File: config.mk
export PLATFORM = sky130hd
export DESIGN_NAME = vtp_scb_ctrl_flat
export DESIGN_NICKNAME = d
export VERILOG_FILES = /design/src/rtl/vtp_pkg.sv /design/src/rtl/vtp_scb_ctrl_if.sv /design/src/rtl/vtp_scb_ctrl.sv /design/src/flat_wrapper.sv
export SDC_FILE = /design/constraint.sdc
export NUM_CORES = 2
export LEC_CHECK = 0
export BUFFER_PORTS_ARGS = -buffer_cell sky130_fd_sc_hd__clkbuf_2
export CAP_MARGIN = 20
export CELL_PAD_IN_SITES_DETAIL_PLACEMENT = 0
export CELL_PAD_IN_SITES_GLOBAL_PLACEMENT = 1
export CORE_MARGIN = 8
export CORE_UTILIZATION = 43
export CTS_CLUSTER_SIZE = 14
export DETAILED_ROUTE_END_ITERATION = 12
export PLACE_DENSITY_LB_ADDON = 0.25
export SLEW_MARGIN = 20
export SYNTH_ARGS = -nofsm -noshare
export SYNTH_HDL_FRONTEND = slang
export SYNTH_SLANG_ARGS = --single-unit
File: constraint.sdc
create_clock -name i_clk -period 2.56 [get_ports i_clk]
set_input_delay 0.512 -clock i_clk [delete_from_list [all_inputs] [get_ports i_clk]]
set_output_delay 0.512 -clock i_clk [all_outputs]
set_load 0.01 [all_outputs]
File: src/rtl/vtp_pkg.sv
// ---------------------------------------------------------------------------
// vtp_pkg
//  Shared types and geometry helpers for the VTP switch-control-bit (SCB)
//  configuration stage and the VTP decoder that consumes its array.
//
//  Contents
//   scb_op_e     command opcodes on the SCB command port
//   scb_state_e  controller FSM states
//   scb_stages() number of switch stages for a given page bitmap size
//   scb_nodes()  number of 2x2 switch nodes per stage
//
//  The decoder sizes its network with the same helpers so that both sides
//  of the o_scb bus always agree on its shape.
// ---------------------------------------------------------------------------
package vtp_pkg;

    typedef enum logic [1:0] {
        OP_WR_STAGE = 2'd0,
        OP_WR_BIT   = 2'd1,
        OP_CLEAR    = 2'd2,
        OP_COMMIT   = 2'd3
    } scb_op_e;

    typedef enum logic [1:0] {
        ST_IDLE   = 2'd0,
        ST_CLEAR  = 2'd1,
        ST_SETTLE = 2'd2
    } scb_state_e;

    // One stage per address bit of the page index.
    function automatic int scb_stages(input int bitmap);
        return $clog2(bitmap);
    endfunction

    // Each stage pairs pages up, so there are half as many nodes as pages.
    function automatic int scb_nodes(input int bitmap);
        return bitmap / 2;
    endfunction

endpackage

File: src/rtl/vtp_scb_ctrl_if.sv
// ---------------------------------------------------------------------------
// vtp_scb_ctrl_if
//  Valid/ready command port of the SCB configuration stage.
//
//  Signals
//   cmd_valid  master->slave  command valid
//   cmd_ready  slave->master  command ready (controller idle)
//   cmd_op     master->slave  opcode (scb_op_e)
//   cmd_stage  master->slave  target stage index
//   cmd_node   master->slave  target node (WR_BIT only)
//   cmd_data   master->slave  stage word (WR_STAGE); bit 0 is the WR_BIT value
//
//  Modports
//   master  software / allocator side
//   slave   vtp_scb_ctrl side
// ---------------------------------------------------------------------------
interface vtp_scb_ctrl_if #(
    parameter int BITMAP = 128
);
    localparam int STAGES = vtp_pkg::scb_stages(BITMAP);
    localparam int NODES  = vtp_pkg::scb_nodes(BITMAP);
    localparam int STG_W  = $clog2(STAGES);
    localparam int NODE_W = $clog2(NODES);

    logic                 cmd_valid;
    logic                 cmd_ready;
    vtp_pkg::scb_op_e     cmd_op;
    logic [STG_W-1:0]     cmd_stage;
    logic [NODE_W-1:0]    cmd_node;
    logic [NODES-1:0]     cmd_data;

    modport master (
        output cmd_valid,
        output cmd_op,
        output cmd_stage,
        output cmd_node,
        output cmd_data,
        input  cmd_ready
    );

    modport slave (
        input  cmd_valid,
        input  cmd_op,
        input  cmd_stage,
        input  cmd_node,
        input  cmd_data,
        output cmd_ready
    );

endinterface

File: src/rtl/vtp_scb_ctrl.sv
// ---------------------------------------------------------------------------
// vtp_scb_ctrl
//  Upstream configuration stage for the VTP decoder. Holds a shadow and an
//  active STAGES x NODES switch-control-bit array. Commands edit the shadow
//  bank; COMMIT copies the whole shadow into the active bank in one edge, and
//  the controller then waits out the decoder latency before pulsing
//  o_commit_done so that any translation seen after done uses the new map.
//
//  Ports
//   i_clk          clock
//   i_rstn         synchronous reset, active-low
//   cmd            command port (vtp_scb_ctrl_if.slave)
//   o_scb          active SCB array, straight from the active register
//   o_busy         controller not idle
//   o_commit_done  1-cycle pulse, new map visible at decoder output
//   o_err          1-cycle pulse, WR_STAGE/WR_BIT with an illegal stage index
//
//  FSM
//   state     | meaning
//   ----------+-------------------------------------------------------------
//   ST_IDLE   | ready for commands; writes land in shadow, COMMIT copies
//   ST_CLEAR  | zeroing shadow one stage per cycle, index in cnt_q
//   ST_SETTLE | active bank updated, counting down the decoder latency
// ---------------------------------------------------------------------------
module vtp_scb_ctrl
    import vtp_pkg::*;
#(
    parameter int BITMAP  = 128,
    parameter int DEC_LAT = 1
) (
    input  logic                                   i_clk,
    input  logic                                   i_rstn,
    vtp_scb_ctrl_if.slave                          cmd,
    output logic [scb_stages(BITMAP)-1:0]
                 [scb_nodes(BITMAP)-1:0]           o_scb,
    output logic                                   o_busy,
    output logic                                   o_commit_done,
    output logic                                   o_err
);

    localparam int STAGES = scb_stages(BITMAP);
    localparam int NODES  = scb_nodes(BITMAP);
    localparam int STG_W  = $clog2(STAGES);

    // One counter serves as the clear index and the settle timer.
    localparam int CNT_W  = $clog2(STAGES + DEC_LAT + 1);

    localparam logic [CNT_W-1:0] CLR_LAST    = CNT_W'(STAGES - 1);
    localparam logic [CNT_W-1:0] SETTLE_LOAD = (DEC_LAT > 0) ? CNT_W'(DEC_LAT - 1) : '0;

    // The stage field can encode indices beyond STAGES-1 when STAGES is not
    // a power of two; compare with one extra bit so the limit fits.
    localparam logic [STG_W:0]   STAGE_LIM   = (STG_W + 1)'(STAGES);

    scb_state_e                   state_q, state_d;
    logic [CNT_W-1:0]             cnt_q, cnt_d;
    logic [STAGES-1:0][NODES-1:0] shadow_q;
    logic [STAGES-1:0][NODES-1:0] active_q;

    logic accept;
    logic stage_ok;
    logic wr_stage;
    logic wr_bit;
    logic do_commit;
    logic done_d;
    logic err_d;

    // ------------------------------------------------------------------
    // Command decode
    // ------------------------------------------------------------------
    always_comb begin
        accept    = cmd.cmd_valid && (state_q == ST_IDLE);
        stage_ok  = ({1'b0, cmd.cmd_stage} < STAGE_LIM);
        wr_stage  = accept && (cmd.cmd_op == OP_WR_STAGE) && stage_ok;
        wr_bit    = accept && (cmd.cmd_op == OP_WR_BIT)   && stage_ok;
        do_commit = accept && (cmd.cmd_op == OP_COMMIT);
    end

    // ------------------------------------------------------------------
    // Next-state logic
    // ------------------------------------------------------------------
    always_comb begin
        state_d = state_q;
        cnt_d   = cnt_q;
        done_d  = 1'b0;
        err_d   = 1'b0;

        case (state_q)
            ST_IDLE: begin
                if (cmd.cmd_valid) begin
                    case (cmd.cmd_op)
                        OP_WR_STAGE,
                        OP_WR_BIT: begin
                            err_d = !stage_ok;
                        end
                        OP_CLEAR: begin
                            state_d = ST_CLEAR;
                            cnt_d   = '0;
                        end
                        OP_COMMIT: begin
                            // Without a decoder output register the new map
                            // is visible as soon as o_scb changes.
                            if (DEC_LAT > 0) begin
                                state_d = ST_SETTLE;
                                cnt_d   = SETTLE_LOAD;
                            end else begin
                                done_d  = 1'b1;
                            end
                        end
                        default: begin
                            state_d = ST_IDLE;
                        end
                    endcase
                end
            end

            ST_CLEAR: begin
                if (cnt_q == CLR_LAST) begin
                    state_d = ST_IDLE;
                    cnt_d   = '0;
                end else begin
                    cnt_d   = cnt_q + CNT_W'(1);
                end
            end

            ST_SETTLE: begin
                if (cnt_q == '0) begin
                    state_d = ST_IDLE;
                    done_d  = 1'b1;
                end else begin
                    cnt_d   = cnt_q - CNT_W'(1);
                end
            end

            default: begin
                state_d = ST_IDLE;
                cnt_d   = '0;
            end
        endcase
    end

    // ------------------------------------------------------------------
    // State register and registered status outputs
    // ------------------------------------------------------------------
    always_ff @(posedge i_clk) begin
        if (!i_rstn) begin
            state_q       <= ST_IDLE;
            cnt_q         <= '0;
            cmd.cmd_ready <= 1'b1;
            o_busy        <= 1'b0;
            o_commit_done <= 1'b0;
            o_err         <= 1'b0;
        end else begin
            state_q       <= state_d;
            cnt_q         <= cnt_d;
            cmd.cmd_ready <= (state_d == ST_IDLE);
            o_busy        <= (state_d != ST_IDLE);
            o_commit_done <= done_d;
            o_err         <= err_d;
        end
    end

    // ------------------------------------------------------------------
    // Shadow and active banks
    // ------------------------------------------------------------------
    // Writes and CLEAR never overlap: writes are only accepted in IDLE and
    // the clear sweep only runs in CLEAR.
    always_ff @(posedge i_clk) begin
        if (!i_rstn) begin
            shadow_q <= '0;
            active_q <= '0;
        end else begin
            if (wr_stage) begin
                shadow_q[cmd.cmd_stage] <= cmd.cmd_data;
            end
            if (wr_bit) begin
                shadow_q[cmd.cmd_stage][cmd.cmd_node] <= cmd.cmd_data[0];
            end
            if (state_q == ST_CLEAR) begin
                shadow_q[cnt_q[STG_W-1:0]] <= '0;
            end
            if (do_commit) begin
                active_q <= shadow_q;
            end
        end
    end

    assign o_scb = active_q;

endmodule
File: src/flat_wrapper.sv
// flat-port wrapper written by rule: the top's interface ports become plain ports
module vtp_scb_ctrl_flat import vtp_pkg::*;
#(
    parameter int BITMAP  = 128,
    parameter int DEC_LAT = 1
)
  (i_clk, i_rstn, o_scb, o_busy, o_commit_done, o_err, cmd_cmd_valid, cmd_cmd_op, cmd_cmd_stage, cmd_cmd_node, cmd_cmd_data, cmd_cmd_ready);
  vtp_scb_ctrl_if #(.BITMAP(BITMAP)) cmd_i ();
  input  logic i_clk;
  input  logic i_rstn;
  output logic [scb_stages(BITMAP)-1:0]
                 [scb_nodes(BITMAP)-1:0] o_scb;
  output logic o_busy;
  output logic o_commit_done;
  output logic o_err;
  input wire logic [$bits(cmd_i.cmd_valid)-1:0] cmd_cmd_valid;
  input wire logic [$bits(cmd_i.cmd_op)-1:0] cmd_cmd_op;
  input wire logic [$bits(cmd_i.cmd_stage)-1:0] cmd_cmd_stage;
  input wire logic [$bits(cmd_i.cmd_node)-1:0] cmd_cmd_node;
  input wire logic [$bits(cmd_i.cmd_data)-1:0] cmd_cmd_data;
  output wire logic [$bits(cmd_i.cmd_ready)-1:0] cmd_cmd_ready;
  assign cmd_i.cmd_valid = cmd_cmd_valid;
  assign cmd_i.cmd_op = cmd_cmd_op;
  assign cmd_i.cmd_stage = cmd_cmd_stage;
  assign cmd_i.cmd_node = cmd_cmd_node;
  assign cmd_i.cmd_data = cmd_cmd_data;
  assign cmd_cmd_ready = cmd_i.cmd_ready;
  vtp_scb_ctrl #(.BITMAP(BITMAP), .DEC_LAT(DEC_LAT)) u_core (.i_clk(i_clk), .i_rstn(i_rstn), .cmd(cmd_i), .o_scb(o_scb), .o_busy(o_busy), .o_commit_done(o_commit_done), .o_err(o_err));
endmodule
After elaboration in Yosys (flattened, before gate mapping)

Cells that the tools add are included.
W data, S select, Z words.

Bits in registers: 906
Latch bits: 0
RAM bits: 0
Bits in read-only memories: 0
Input port bits: 78
Output and inout bits: 452
Word-level logic and storage cells: 86
Memories: 0

Add/sub/neg operators: 2
$mul: 0
Div/mod/pow operators: 0
Order comparisons: 7
Equality and inequality tests: 9
Shifts and indexed selects: 0
Multiplexer cells: 26
Bitwise gates (word level): 2
Reduce and logical (&&, ||, !) cells: 20

Operator list:

| operator              | count |
|---|---|
| $mux W448             | 5 |
| $bwmux W448           | 2 |
| $demux W64 S3         | 3 |
| $and A448 B448 Y448   | 1 |
| $not A448 Y448        | 1 |
| $mux W64              | 3 |
| $mux W4               | 4 |
| $pmux W4 S3           | 1 |
| $logic_and A1 B1 Y1   | 9 |
| $lt A3 B4 Y1 const B  | 2 |
| $lt A6 B7 Y1 const B  | 1 |
| $demux W1 S6          | 1 |
| $eq A2 B2 Y1 const B  | 3 |
| $ge A3 B1 Y1 const B  | 2 |
| $ge A6 B1 Y1 const B  | 1 |
| $logic_not A2 Y1      | 3 |
| $mux W2               | 3 |
| $ne A2 B2 Y1 const B  | 3 |
| $pmux W2 S3           | 1 |
| $add A4 B1 Y4 const B | 1 |
| $eq A2 B1 Y1 const B  | 2 |
| $eq A4 B3 Y1 const B  | 1 |
| $logic_not A4 Y1      | 1 |
| $pmux W2 S2           | 1 |
| other kinds (9)       | 11 |

Depth between registers and ports, before layout

Depth after elaboration: 12
Depth in mapped cells: 10
Depth with buffers taken out: 6

Least setup slack after synthesis

No wires, ideal clock.

Path kind: register to register
Start point: register u_core.state_q[0]
End point: register u_core.shadow_q[375] (netlist bit)
Library setup time: 132 ps
Arrival: 1974 ps
Data required time: 2428 ps
Setup slack: 454 ps
Stages on the path, launching flop included: 11
Path buffers: 4
Period minus slack after synthesis: 2106 ps
Cell sequence: dfxtp_1 > inv_1 > ha_1 > buf_2 > nand4b_1 > buf_4 > buf_2 > buf_2 > nor2_1 > a211oi_1 > nor3_1

Word-level cells in the longest chain between the ends: 11
Elaborated cells on any way between the ends: 14
Classes of those cells: eq/ne (1); mux (6); bitwise (1); reduce/logical (6)

RTL lines:

| item                              | line                | source |
|---|---|---|
| start: declaration                | vtp_scb_ctrl.sv:55  | `scb_state_e state_q, state_d;` |
| start signal: assignment          | vtp_scb_ctrl.sv:154 | `state_q <= state_d;` |
| $logic_not A2 Y1                  | vtp_scb_ctrl.sv:72  | `accept = cmd.cmd_valid && (state_q == ST_IDLE);` |
| $logic_and A1 B1 Y1               | vtp_scb_ctrl.sv:72  |  |
| $logic_and A1 B1 Y1 (2 in series) | vtp_scb_ctrl.sv:74  | `wr_stage = accept && (cmd.cmd_op == OP_WR_STAGE) && stage_ok;` |
| $mux W448                         | vtp_scb_ctrl.sv:173 | `if (wr_stage) begin` |
| $mux W448                         | vtp_scb_ctrl.sv:169 | `if (!i_rstn) begin` |
| $bwmux W448                       | vtp_scb_ctrl.sv:177 | `shadow_q[cmd.cmd_stage][cmd.cmd_node] <= cmd.cmd_data[0];` |
| $mux W448                         | vtp_scb_ctrl.sv:176 | `if (wr_bit) begin` |
| $mux W448                         | vtp_scb_ctrl.sv:169 |  |
| $and A448 B448 Y448 (no line)     | --                  |  |
| $mux W448 *                       | vtp_scb_ctrl.sv:179 | `if (state_q == ST_CLEAR) begin` |
| end signal: indexed assignment    | vtp_scb_ctrl.sv:174 | `shadow_q[cmd.cmd_stage] <= cmd.cmd_data;` |
| end signal: indexed assignment    | vtp_scb_ctrl.sv:177 |  |
| end: declaration                  | vtp_scb_ctrl.sv:57  | `logic [STAGES-1:0][NODES-1:0] shadow_q;` |

Every way passes the cells marked *; elsewhere a longest branch is shown, timed or not. The select of a mux whose other input is x is not followed.
A chain may end at the register's enable or synchronous reset.

Final worst setup path

Start point: register u_core.state_q[0]
End point: register u_core.shadow_q[318] (netlist bit)

Same word-level chain as after synthesis.

==> qor.yml <==
timing:
  rsz0062_at_grt: "false"
  min_period_over_period: 0.9420
  fin_ws_ns: 0.1486
  setup_viol: 0
  drv_slew: 0
  hold_viol: 0
  slew_headroom: 0.3852
  fmax_ghz: 0.4147
  fin_skew_ns: 0.02540
  worst_pin_slew_ns: 0.9222
  setup-tns-final_ns: 0
  period_needed_ns: 2.411
setup_path:
  startpoint: "u_core.state_q[0]$_SDFF_PN0_"
  r2r_start: "u_core.state_q[0]$_SDFF_PN0_"
  critPathArrivalTime_ns: 2.94
  crit_fanout: 26
  required_ns: 3.09
  critPathKind: "flop to flop"
  start_kind: "flop"
  regToRegEndpoint: "u_core.shadow_q[318]$_SDFF_PN0_"
  end_kind: "flop"
  rr_worst_depth: 8
  crit_end: "u_core.shadow_q[318]$_SDFF_PN0_"
  reg2reg_slack_ns: 0.15
yosys:
  synth_top_cells_by_area: "dfxtp_1 (50%), a21oi_1 (12%), nand2_1 (10%), a211oi_1 (4.5%), clkbuf_1 (3.4%)"
  yosys.area_share.simple: 0.1730
  ys_top_cells_by_count: "nand2_1 (994), dfxtp_1 (906), a21oi_1 (847)"
  ys_seq_area_frac: 0.5030
  synth_xor_area_frac: 0
  ys.flop_type: "dfxtp_1"
  yosys.area.top_type: "dfxtp_1"
  synth_top_area_frac: 0.5030
  synth-edff-count: 0
  syn_nets: 4357
  synth_top_family_by_area: "compound AO/OA/AOI/OAI gates"
  synthMuxAreaShare: 0.0005552
  yosysMostFrequentCell: "nand2_1"
  synth_cells: 4271
  synthAdderAreaFrac: 0.002776
  yosys_warnings: 0
  syn-cell-area_um2: 36060
  synthArstFlopShare: 0
  synth_compound_area_frac: 0.2740
  ys_types: 73
  synth_seq_cells: 906
  avgSynthCellArea_um2: 8.443
route:
  vias_per_cell: 6.072
  first_pass_iters: 6
  remaining_drc_errors: 0
  initialDrtViolationCount: 3964
  drt-total-wl_um: 157800
  via_count: 35837
  ant_nets: 0
  routedWlPerCell_um: 26.73
pwr:
  pwr-share-comb: 0.072
  p_leak_nw: 15.51
  total_power_mw: 31.31
  p_sw_mw: 7.716
  sw_frac_of_total: 0.2465
  p_clk_frac: 0.472
  p_int_mw: 23.59
  ir_drop_mv: 0.4858
  p_per_area_nw_per_um2: 701.5
  seq_power_share: 0.456
clock_tree:
  cts_made_buffers: 97
  clk_pin_slew_worst_paths_ns: 0.06
  cts-root-buf: "clkbuf_16"
  clock-sinks: 906
  cts_max_level: 3
  cts_tree: "yes"
  clock_latency_ns: 0.66
  clk_path_buf_depth: 3
place:
  dpl_worst_slack_ns: 0.03710
  dp_hpwl_um: 108500
  gp_congestion: 0.9108
  numPortBuffers: 529
cells_and_area:
  multi_input_area_um2: 16460
  ff_latch_area_um2: 18140
  final_nets: 4816
  area_growth_pct: 23.77
  drive_gt1_frac: 0.2229
  num-fill-cells: 7899
global_route:
  grt_pass1_vias: 34057
  antenna_found_initial: 18
  grt_util_all_layers: 0.3207
  grt_first_pass_wirelength_um: 230100
  grt-ovfl-total: 0
  grt_max_degree: 87
die:
  initial_utilization: 0.4329
  top_level_ports: 530
  row_count: 106
  dieHeight_um: 305.6
  die_x_um: 305.6
  core_area_um2: 83290
  dieArea_um2: 93380
status:
  status: "finished clean"
min_path:
  hold_class: "primary input to flop"
run:
  maxCapViolCount: 0
==> worst min-delay path by stage <==
stage / start / endpoint / slack [ns] / cells past startpoint
finish: cmd_cmd_data[63] / u_core.shadow_q[383]$_SDFF_PN0_ / 0.19 / 3
detailed placement: u_core.shadow_q[87]$_SDFF_PN0_ / u_core.o_scb[87]$_SDFFE_PN0P_ / 0.44 / 2
CTS: cmd_cmd_data[63] / u_core.shadow_q[383]$_SDFF_PN0_ / 0.17 / 3
global placement: u_core.shadow_q[5]$_SDFF_PN0_ / u_core.o_scb[5]$_SDFFE_PN0P_ / 0.44 / 2
floorplan: u_core.shadow_q[0]$_SDFF_PN0_ / u_core.o_scb[0]$_SDFFE_PN0P_ / 0.43 / 2
global route: cmd_cmd_op[0] / u_core.state_q[0]$_SDFF_PN0_ / 0.21 / 2
==> sequential cells by signal, summed over array words and instances (netlist names) <==
name and flops:
u_core.shadow_q 448, u_core.cmd.cmd_ready 1, u_core.o_scb 448, u_core.o_err 1, u_core.o_busy 1, u_core.o_commit_done 1, u_core.cnt_q 4, u_core.state_q 2
==> layer usage <==
| metal | track usage | wire (µm) | up-vias |
|---|---|---|---|
| met2 | 0.5078 | 71510 | 1995 |
| met5 | 0 | 74 | - |
| li1 | - | - | 16300 |
| met4 | 0.1483 | 7134 | 12 |
| met3 | 0.08655 | 16140 | 402 |
| met1 | 0.4066 | 62920 | 17128 |
==> cells by family (layout without fill, tap and decap cells) <==
kind of cell | count (synthesis) | count (layout)
compound gates | 1495 | 1495
simple gates | 1449 | 1449
flops | 906 | 906
buf+inv | 411 | 950
fa+ha+maj | 8 | 8
mux | 2 | 2
other cells | 0 | 12
==> worst max-delay path, stage by stage (launching register included) <==
cell      delay [ns]
dfxtp_1         0.34
inv_1           0.12
ha_2            0.28
and4b_2         0.27
buf_4           0.38
nand4b_1        0.22
buf_4           0.32
o221ai_1        0.26
nor2_1          0.08
==> power groups by stage <==
stage               Combinational [mW]  Clock [mW]  Sequential (mW)
global route                      2.34        15.6             14.3
detailed placement                2.19           0             14.6
finish                            2.25        14.8             14.3
floorplan                         1.15           0             14.6
global placement                  2.18           0             14.6
CTS                               2.19        14.9             14.3
==> final cells by class <==
| cell class | instances | area share |
|---|---|---|
| sequential | 906 | 0.4064 |
| tap | 1080 | 0.03028 |
| antenna | 12 | 0.0006729 |
| clock buffer | 141 | 0.06395 |
| timing repair buffer | 764 | 0.1176 |
| multi-input combinational | 2954 | 0.3689 |
| inverter | 7 | 0.0007570 |
| clock inverter | 38 | 0.01135 |
==> metrics by stage <==
stage,std cells,hold WS (ns),utilization,area (µm²)
after floorplan,4271,0.4284,-,36060
after global placement,5711,0.4418,0.4948,41210
after detailed placement,5711,0.4437,0.4948,41210
after CTS,5890,0.1691,0.5351,44570
after global routing,5898,0.2148,0.5357,44620
final,5902,0.1908,0.5358,44630
==> cell usage in the layout, fill, tap and decap left out, types with 8 or more instances in the layout <==
master / n
nand2_1: 984
dfxtp_1: 906
a21oi_1: 847
clkbuf_2: 529
a211oi_1: 216
buf_4: 168
nor2_1: 164
nor3_1: 157
o22ai_1: 105
o221ai_1: 101
clkbuf_16: 98
buf_12: 67
o32ai_1: 46
o31ai_4: 42
o21ai_0: 31
nor4_1: 27
clkbuf_8: 24
o31ai_2: 23
clkbuf_1: 19
clkinv_2: 18
a31oi_1: 16
diode_2: 12
a2111oi_2: 12
nand4_1: 10
nand2_2: 10
nand3_1: 10
bufinv_16: 10
a2111oi_1: 8
==> what timing repair did <==
item	in CTS	in global routing
resized for setup	0	5
endpoints found under the setup margin	0	55
buffers inserted	0	0
hold buffers	0	0
(Power assumes the default switching activity.)
